File: config.mk
export PLATFORM = sky130hd
export DESIGN_NAME = uart_rx_byte
export DESIGN_NICKNAME = d
export VERILOG_FILES = /design/src/rtl/uart_rx_pkg.sv /design/src/rtl/uart_rx_byte_sync_2ff.sv /design/src/rtl/uart_rx_byte.sv
export SDC_FILE = /design/constraint.sdc
export NUM_CORES = 1
export LEC_CHECK = 0
export BUFFER_PORTS_ARGS = -buffer_cell sky130_fd_sc_hd__buf_2
export CAP_MARGIN = 0
export CORE_UTILIZATION = 53
export DETAILED_ROUTE_END_ITERATION = 7
export HOLD_SLACK_MARGIN = 0.03
export PLACE_DENSITY = 0.82
export SYNTH_ARGS = -nofsm -noshare
export SYNTH_HDL_FRONTEND = slang
export SYNTH_SLANG_ARGS = --single-unit
File: constraint.sdc
create_clock -name clk -period 2 [get_ports clk]
set_input_delay 0.2 -clock clk [delete_from_list [all_inputs] [get_ports clk]]
set_output_delay 0.2 -clock clk [all_outputs]
set_load 0.03 [all_outputs]
File: src/rtl/uart_rx_pkg.sv
// uart_rx_pkg: shared types and constants for the uart_rx_byte receiver.
//   state_t    - receiver FSM states
//   PARITY_POL - required XOR of the 8 data bits plus the parity bit
//                (0 = even parity)
package uart_rx_pkg;

  typedef enum logic [2:0] {
    IDLE      = 3'd0,
    START     = 3'd1,
    DATA      = 3'd2,
    PARITY    = 3'd3,
    STOP      = 3'd4,
    WAIT_HIGH = 3'd5
  } state_t;

  localparam logic PARITY_POL = 1'b0;

endpackage

File: src/rtl/uart_rx_byte_sync_2ff.sv
// sync_2ff: two-flop synchronizer for a single asynchronous input bit.
// Both flops reset to RESET_VAL so an idle-high line looks idle out of reset.
// Ports:
//   clk   - destination clock
//   rst_n - asynchronous active-low reset
//   d     - asynchronous input
//   q     - synchronized output (2 clk of latency)
module sync_2ff #(
  parameter logic RESET_VAL = 1'b1
) (
  input  logic clk,
  input  logic rst_n,
  input  logic d,
  output logic q
);

  logic meta;

  always_ff @(posedge clk or negedge rst_n) begin
    if (!rst_n) begin
      meta <= RESET_VAL;
      q    <= RESET_VAL;
    end else begin
      meta <= d;
      q    <= meta;
    end
  end

endmodule

File: src/rtl/uart_rx_byte.sv
// uart_rx_byte: 8N1 UART receiver with mid-bit sampling.
// Optional even-parity bit between data and stop: define UART_RX_PARITY_EN.
// Ports:
//   clk        - system clock
//   rst_n      - asynchronous active-low reset
//   ena        - receiver enable; low aborts a frame and holds IDLE
//   rx         - asynchronous serial line, idle high
//   data_out   - last good byte, held until the next good byte
//   data_valid - 1-cycle pulse when data_out updates
//   frame_err  - 1-cycle pulse when the stop bit is sampled low
//   parity_err - 1-cycle pulse on parity mismatch (0 without parity)
//   busy       - high whenever the FSM is not in IDLE
// The FSM state is held in 'state' (type state_t) for hierarchical probing.
module uart_rx_byte #(
  parameter int CLKS_PER_BIT = 87
) (
  input  logic       clk,
  input  logic       rst_n,
  input  logic       ena,
  input  logic       rx,
  output logic [7:0] data_out,
  output logic       data_valid,
  output logic       frame_err,
  output logic       parity_err,
  output logic       busy
);

  import uart_rx_pkg::*;

  localparam int CNT_W    = $clog2(CLKS_PER_BIT);
  localparam int HALF_BIT = CLKS_PER_BIT / 2;
  localparam logic [CNT_W-1:0] HALF_LAST = CNT_W'(HALF_BIT - 1);
  localparam logic [CNT_W-1:0] BIT_LAST  = CNT_W'(CLKS_PER_BIT - 1);

  logic             rx_s;
  state_t           state, state_nx;
  logic [CNT_W-1:0] cnt, cnt_nx;
  logic [2:0]       bit_idx, bit_idx_nx;
  logic [7:0]       shreg, shreg_nx;
  logic [7:0]       data_out_nx;
  logic             valid_nx, ferr_nx;
`ifdef UART_RX_PARITY_EN
  logic             par_bit, par_bit_nx;
  logic             perr_nx;
`endif

  sync_2ff #(.RESET_VAL(1'b1)) u_rx_sync (
    .clk   (clk),
    .rst_n (rst_n),
    .d     (rx),
    .q     (rx_s)
  );

  always_ff @(posedge clk or negedge rst_n) begin
    if (!rst_n) begin
      state      <= IDLE;
      cnt        <= '0;
      bit_idx    <= '0;
      shreg      <= '0;
      data_out   <= 8'h00;
      data_valid <= 1'b0;
      frame_err  <= 1'b0;
`ifdef UART_RX_PARITY_EN
      par_bit    <= 1'b0;
      parity_err <= 1'b0;
`endif
    end else begin
      state      <= state_nx;
      cnt        <= cnt_nx;
      bit_idx    <= bit_idx_nx;
      shreg      <= shreg_nx;
      data_out   <= data_out_nx;
      data_valid <= valid_nx;
      frame_err  <= ferr_nx;
`ifdef UART_RX_PARITY_EN
      par_bit    <= par_bit_nx;
      parity_err <= perr_nx;
`endif
    end
  end

`ifndef UART_RX_PARITY_EN
  assign parity_err = 1'b0;
`endif

  assign busy = (state != IDLE);

  always_comb begin
    state_nx    = state;
    cnt_nx      = cnt;
    bit_idx_nx  = bit_idx;
    shreg_nx    = shreg;
    data_out_nx = data_out;
    valid_nx    = 1'b0;
    ferr_nx     = 1'b0;
`ifdef UART_RX_PARITY_EN
    par_bit_nx  = par_bit;
    perr_nx     = 1'b0;
`endif
    if (!ena) begin
      state_nx = IDLE;
      cnt_nx   = '0;
    end else begin
      case (state)
        IDLE: begin
          if (!rx_s) begin
            state_nx = START;
            cnt_nx   = '0;
          end
        end
        START: begin
          if (cnt == HALF_LAST) begin
            cnt_nx = '0;
            // A line that is high again at mid-start was a glitch.
            if (!rx_s) begin
              state_nx   = DATA;
              bit_idx_nx = '0;
            end else begin
              state_nx = IDLE;
            end
          end else begin
            cnt_nx = cnt + 1'b1;
          end
        end
        DATA: begin
          if (cnt == BIT_LAST) begin
            cnt_nx     = '0;
            shreg_nx   = {rx_s, shreg[7:1]};  // LSB arrives first
            bit_idx_nx = bit_idx + 1'b1;
            if (bit_idx == 3'd7) begin
`ifdef UART_RX_PARITY_EN
              state_nx = PARITY;
`else
              state_nx = STOP;
`endif
            end
          end else begin
            cnt_nx = cnt + 1'b1;
          end
        end
`ifdef UART_RX_PARITY_EN
        PARITY: begin
          if (cnt == BIT_LAST) begin
            cnt_nx     = '0;
            par_bit_nx = rx_s;
            state_nx   = STOP;
          end else begin
            cnt_nx = cnt + 1'b1;
          end
        end
`endif
        STOP: begin
          if (cnt == BIT_LAST) begin
            cnt_nx = '0;
            if (!rx_s) begin
              // Frame error wins over parity; wait for the line to
              // recover so a break cannot look like a new start bit.
              ferr_nx  = 1'b1;
              state_nx = WAIT_HIGH;
            end else begin
              // Leaving at mid-stop leaves half a bit to catch the next start.
              state_nx = IDLE;
`ifdef UART_RX_PARITY_EN
              if ((^{shreg, par_bit}) != PARITY_POL) begin
                perr_nx = 1'b1;
              end else begin
                valid_nx    = 1'b1;
                data_out_nx = shreg;
              end
`else
              valid_nx    = 1'b1;
              data_out_nx = shreg;
`endif
            end
          end else begin
            cnt_nx = cnt + 1'b1;
          end
        end
        WAIT_HIGH: begin
          if (rx_s) state_nx = IDLE;
        end
        default: begin
          state_nx = IDLE;
          cnt_nx   = '0;
        end
      endcase
    end
  end

endmodule
==> results of run 1 <==
routing by layer:
layer	up-vias	share of wire, %
met5	-	0
met3	7	4.2
li1	543	-
met1	565	47
met4	0	1.1
met2	24	48
placed cells by master (no fill, tap or decap), types with 3 or more instances in the layout:
master / instances
clkbuf_4: 5
a21oi_1: 4
nor3b_1: 3
buf_4: 3
mux2_2: 11
a21o_1: 3
inv_1: 5
mux2_4: 6
nor2_1: 3
nand3_1: 3
o21ai_0: 5
ha_1: 4
buf_2: 14
nand2b_1: 4
nand2_1: 9
dfrtp_1: 31
cell type report:
class / count / area [um2] / share of cell area (%)
Sequential cell: 33 / 828 / 45.8
Multi-Input combinational cell: 94 / 756 / 41.8
Timing Repair Buffer: 19 / 113 / 6.22
Tap cell: 31 / 38.8 / 2.14
Clock buffer: 5 / 37.5 / 2.07
Inverter: 5 / 18.8 / 1.04
Clock inverter: 3 / 17.5 / 0.968
power breakdown:
part	switching, uW	internal, uW
logic	38.5	19.8
clock network	235	132
registers	9.19	674
sequential cells by signal, indices dropped and copies added, names as in the netlist:
| signal | flops |
|---|---|
| bit_idx | 3 |
| data_out | 8 |
| data_valid | 1 |
| shreg | 8 |
| u_rx_sync.q | 1 |
| u_rx_sync.meta | 1 |
| cnt | 7 |
| state | 3 |
| frame_err | 1 |
metrics by stage:
step | hold slack, ps | util, % | cell area, um2 | total power [uW]
finish | 137 | 63.4 | 1810 | 1110
global route | 164 | 63.4 | 1810 | 1150
CTS | 133 | 63.4 | 1810 | 1120
detailed placement | 288 | 60.8 | 1730 | 752
global placement | 278 | 60.8 | 1730 | 749
floorplan | -95.6 | - | 1640 | 724
worst max-delay path by stage:
stage / from / endpoint / cells past startpoint
finish: cnt[0] / cnt[0] / 6
floorplan: cnt[0] / shreg[0] / 8
global placement: cnt[0] / shreg[2] / 6
global route: cnt[0] / shreg[4] / 6
detailed placement: cnt[0] / shreg[4] / 6
CTS: cnt[0] / shreg[1] / 6
worst reg2reg max path, delay by kind of cell (launching register included):
family | cells | cell delay, ps
AO/OA/AOI/OAI | 3 | 860
adder cells (fa/ha/maj) | 1 | 140
AND/OR/NAND/NOR | 1 | 280
buffers and inverters | 1 | 70
flip-flops | 1 | 430
cell families after synthesis:
| family | count (synthesis) | share of synthesized area (%) |
|---|---|---|
| other | 1 | 0.229 |
| AOI/OAI and AO/OA | 29 | 12.5 |
| muxes | 17 | 13.1 |
| and+or+nand+nor | 43 | 17.3 |
| buffers and inverters | 10 | 3.28 |
| DFF | 33 | 50.6 |
| adders and majority gates | 4 | 3.06 |
==> flow_summary_export.csv, run 1 <==
group,metric,value,unit
drt,ant_nets,0,
cts,cts_resized,0,
critical_path,cp-start-kind,"flip-flop",
power_and_ir_drop,ir_worst_vdd,0.295,mV
global_route,grt_max_degree,34,
cts,clk_pin_slew,110,ps
floorplanning,die_w,57.6,um
global_route,track_usage,20.6,%
hold_path,hold_depth,3,
synthesis,seq_area_frac_synth,50.6,%
synthesis,yosysWarnings,0,
floorplanning,dieArea,3320,um2
drt,via_per_inst,5.99,
global_route,grt_overflow,0,
final_layout,n_antenna_cell,0,
final_layout,syn_to_final_growth,10.5,%
final_layout,layout.nets,166,
floorplanning,ioPinCount,16,
timing,setup_ws,58.4,ps
critical_path,r2r-start,"cnt[0]",
drt,drc_errors,1,
power_and_ir_drop,powerDensity,613,nW/um2
placed_design,dp_slack,110,ps
timing,finClkSkew,5.24,ps
cts,cts_buffers,5,
placed_design,dp_hpwl,2.19,mm
final_layout,drive_above_1_share,33.3,%
global_route,antenna_found_initial,0,
power_and_ir_drop,p_leak,0.000920,uW
global_route,grt_pass1_vias,1125,
global_route,busiest_layer,"met2",
critical_path,crit_fanout,7,
critical_path,rrSetupSlack,60,ps
synthesis,ys_async_sr_fraction,100,%
synthesis,synth_area_leaders,"dfrtp_1, mux2_2, mux2_4",
floorplanning,rows,19,
timing,fin_crit,1940,ps
critical_path,path_cells,"inv_1 -> ha_1 -> and2_1 -> a2bb2oi_1 -> o21ai_0 -> o21ai_0",
critical_path,arrival,2130,ps
cts,clk_latency,340,ps
critical_path,path_delay_family,"compound AO/OA/AOI/OAI gates",
synthesis,syn_nets,145,
drt,drt_iter0_drc,38,
cts,clkSinkCount,33,
placed_design,dp.cells,180,
floorplanning,core_area,2850,um2
cts,cts_root_buf,"clkbuf_4",
critical_path,reg2reg_to,"cnt[0]",
cts,post_cts_buffers,0,
critical_path,worstPathRequired,2190,ps
global_route,grt_pass1_wl,5.09,mm
synthesis,synth.top_cells.by_count,"dfrtp_1, mux2_2, nand2_1, mux2_4",
timing,hold_viol,0,
timing,clock.fmax,515,MHz
synthesis,synth_cells,137,
synthesis,synth_enable_flop_cells,0,
global_route,met1_usage,27.4,%
synthesis,synth.most_common_cell,"dfrtp_1",
timing,rsz0062_at_grt,"false",
timing,fin_crit_sh,97.1,%
timing,setup_tns,0,ps
cts,clock_path_buffers,2,
timing,slew_viol_final,0,
placed_design,place_congestion,0.862,
placed_design,place.port_buffers,14,
outcome,status,"finished with violations",
timing,maxSlewHeadroom,53.6,%
critical_path,reg2regPathDepth,6,
drt,num_vias,1139,
timing,setup-violations-final,0,
run,max-cap-violations,0,
hold_path,hold_path_startpoint,"ena",
timing,max_slew.worst_pin.slew,696,ps
drt,dr.pass1.iters,6,
synthesis,syn_area_per_cell,12.0,um2
floorplanning,fp.dieH,57.6,um
synthesis,ys_seq_elements,33,
synthesis,synth_top_area_share,47.4,%
critical_path,slowest_delay,530,ps
critical_path,cpMaxStageDelayCell,"o21ai_0",
floorplanning,initial_utilization,57.4,%
global_route,use_met3,5.22,%
critical_path,cpMostUsedCell,"o21ai_0",
hold_path,hold_path.class,"in -> reg",
synthesis,synth.cell_area,1640,um2
synthesis,synth.largest_area_cell,"dfrtp_1",
final_layout,final_cells,190,
hold_path,hold_end,"cnt[3]",
cts,htree_num_levels,2,
synthesis,synth.distinct_cells,53,
critical_path,critPathBufInv,1,
critical_path,path_class,"reg -> reg",
cts,cts_hold_buf,2,
final_layout,fill_cells,218,
critical_path,end_kind,"flip-flop",
outcome,violations,"DRC",
synthesis,synth_ff_type,"dfrtp_1",
cts,cts_tree,"done",
global_route,use_met2,31.1,%
drt,avgRoutedWirePerCell,15.7,um
drt,routed_wl,2.99,mm
Power figures use the tool's default switching activity.
==> inputs of run 2 (changes only) <==
CORE_UTILIZATION = 45   (was 53)
PLACE_DENSITY = 0.72   (was 0.82)
==> run 2 against run 1 <==
Effect of this change:
- the flow now finishes without violations
- sequential cell count unchanged
- clock power up 43%
- final cell count rose by 7.9%
- sequential share of layout area shrank 1.4 points
- largest cell class unchanged
- highest routed layer unchanged
==> flow_summary_export.csv, run 2 (synthesized netlist as in run 1, its figures left out) <==
group,metric,value,unit
timing,hold_viol,0,
critical_path,path_class,"reg -> reg",
critical_path,end_kind,"flip-flop",
global_route,grt_pass1_wl,5.26,mm
outcome,status,"finished clean",
critical_path,arrival,2070,ps
floorplanning,initial_utilization,47.9,%
drt,avgRoutedWirePerCell,14.4,um
placed_design,place_congestion,0.812,
cts,clk_latency,330,ps
cts,post_cts_buffers,0,
drt,num_vias,1130,
run,max-cap-violations,0,
final_layout,layout.nets,166,
global_route,grt_max_degree,34,
timing,slew_viol_final,0,
final_layout,top_regs,"data_out x8, shreg x8, cnt x7",
floorplanning,core_area,3420,um2
power_and_ir_drop,finalPower,1270,uW
placed_design,dp_hpwl,2.03,mm
floorplanning,dieArea,3890,um2
global_route,antenna_found_initial,0,
cts,htree_num_levels,2,
global_route,track_usage,17.4,%
timing,fin_crit,1850,ps
timing,clock.fmax,541,MHz
drt,routed_wl,2.95,mm
global_route,use_met2,26.9,%
floorplanning,ioPinCount,16,
global_route,busiest_layer,"met2",
global_route,use_met3,6.25,%
timing,fin_crit_sh,92.3,%
power_and_ir_drop,ir_worst_vdd,0.379,mV
hold_path,hold_path.class,"in -> reg",
timing,max_slew.worst_pin.slew,713,ps
power_and_ir_drop,powerDensity,680,nW/um2
floorplanning,rows,21,
timing,rsz0062_at_grt,"false",
global_route,grt_overflow,0,
critical_path,cp-start-kind,"flip-flop",
drt,ant_nets,0,
final_layout,final_common_cell,"dfrtp_1",
timing,setup_tns,0,ps
final_layout,fill_cells,306,
floorplanning,die_w,62.3,um
cts,clkSinkCount,33,
global_route,met1_usage,21.8,%
critical_path,rrSetupSlack,150,ps
power_and_ir_drop,p_leak,0.000936,uW
cts,cts_buffers,5,
placed_design,place.port_buffers,14,
critical_path,worstPathRequired,2220,ps
timing,setup-violations-final,0,
timing,finClkSkew,6.43,ps
drt,drt_iter0_drc,36,
final_layout,n_antenna_cell,0,
critical_path,crit_fanout,7,
timing,maxSlewHeadroom,52.5,%
final_layout,drive_above_1_share,34.0,%
global_route,grt_pass1_vias,1148,
final_layout,final_cell_mix,"dfrtp_1, buf_2, mux2_2",
cts,cts_root_buf,"clkbuf_4",
cts,clock_path_buffers,2,
drt,dr.pass1.iters,4,
final_layout,syn_to_final_growth,13.8,%
drt,via_per_inst,5.51,
floorplanning,fp.dieH,62.3,um
drt,drc_errors,0,
cts,cts_tree,"done",
cts,clk_pin_slew,100,ps
==> run 2: layer usage <==
| layer | vias up | routed length, um | part of all wire (%) |
|---|---|---|---|
| li1 | 541 | - | - |
| met1 | 564 | 1370 | 46 |
| met2 | 20 | 1410 | 48 |
| met3 | 5 | 113 | 3.8 |
| met4 | 0 | 55 | 1.9 |
| met5 | - | 0 | 0 |
==> run 2: cell type report <==
type | count | area (um2) | share of cell area (%)
multi-input cells | 94 | 762 | 40.9
inverters | 5 | 18.8 | 1.01
repair buffers | 19 | 113 | 6.04
clock inverters | 1 | 30.0 | 1.61
clock buffers | 7 | 55.1 | 2.95
well taps | 46 | 57.6 | 3.09
flip-flops and latches | 33 | 828 | 44.4
==> run 2: final timing paths <==
check,startpoint,endpoint,cells past startpoint
max in group asynchronous,rst_n,cnt[4],2
worst min-delay path,ena,state[2],3
worst min register to register,u_rx_sync.meta,u_rx_sync.q,0
min in group asynchronous,rst_n,state[2],2
worst max register to register,cnt[0],shreg[7],6
worst max-delay path,cnt[0],shreg[7],6
==> run 2: worst max-delay path, cell delays in order, from the launching register on <==
cell and delay [ps]:
dfrtp_1 430, inv_1 70, ha_1 160, and2_2 230, nand2_4 60, or3_4 460, mux2_4 320
==> run 2: repair_timing <==
action | 4_1_cts | 5_1_grt
hold buffers | 2 | 0
setup endpoints to repair | 0 | 16
endpoints found under the hold margin | 32 | 0
gates resized for setup | 0 | 3
==> run 2: where the power goes <==
| group | internal, uW | switching (uW) | leakage [uW] | total, uW |
|---|---|---|---|---|
| registers | 674 | 9.29 | 0.000452 | 684 |
| clock network | 298 | 225 | 0.0000455 | 524 |
| logic | 20.1 | 39.4 | 0.000439 | 59.5 |
| total | 993 | 274 | 0.000936 | 1270 |
==> run 2: metrics by stage <==
stage / worst slack (ps) / util, % / std cells / instance area (um2) / hold WS [ps]
after detailed placement: 117 / 51.3 / 195 / 1750 / 301
final: 153 / 54.6 / 205 / 1860 / 153
after global routing: 47.4 / 54.6 / 205 / 1860 / 132
after floorplan: 190 / - / 137 / 1640 / -95.6
after global placement: 171 / 51.3 / 195 / 1750 / 286
after CTS: 70.2 / 54.4 / 205 / 1860 / 137
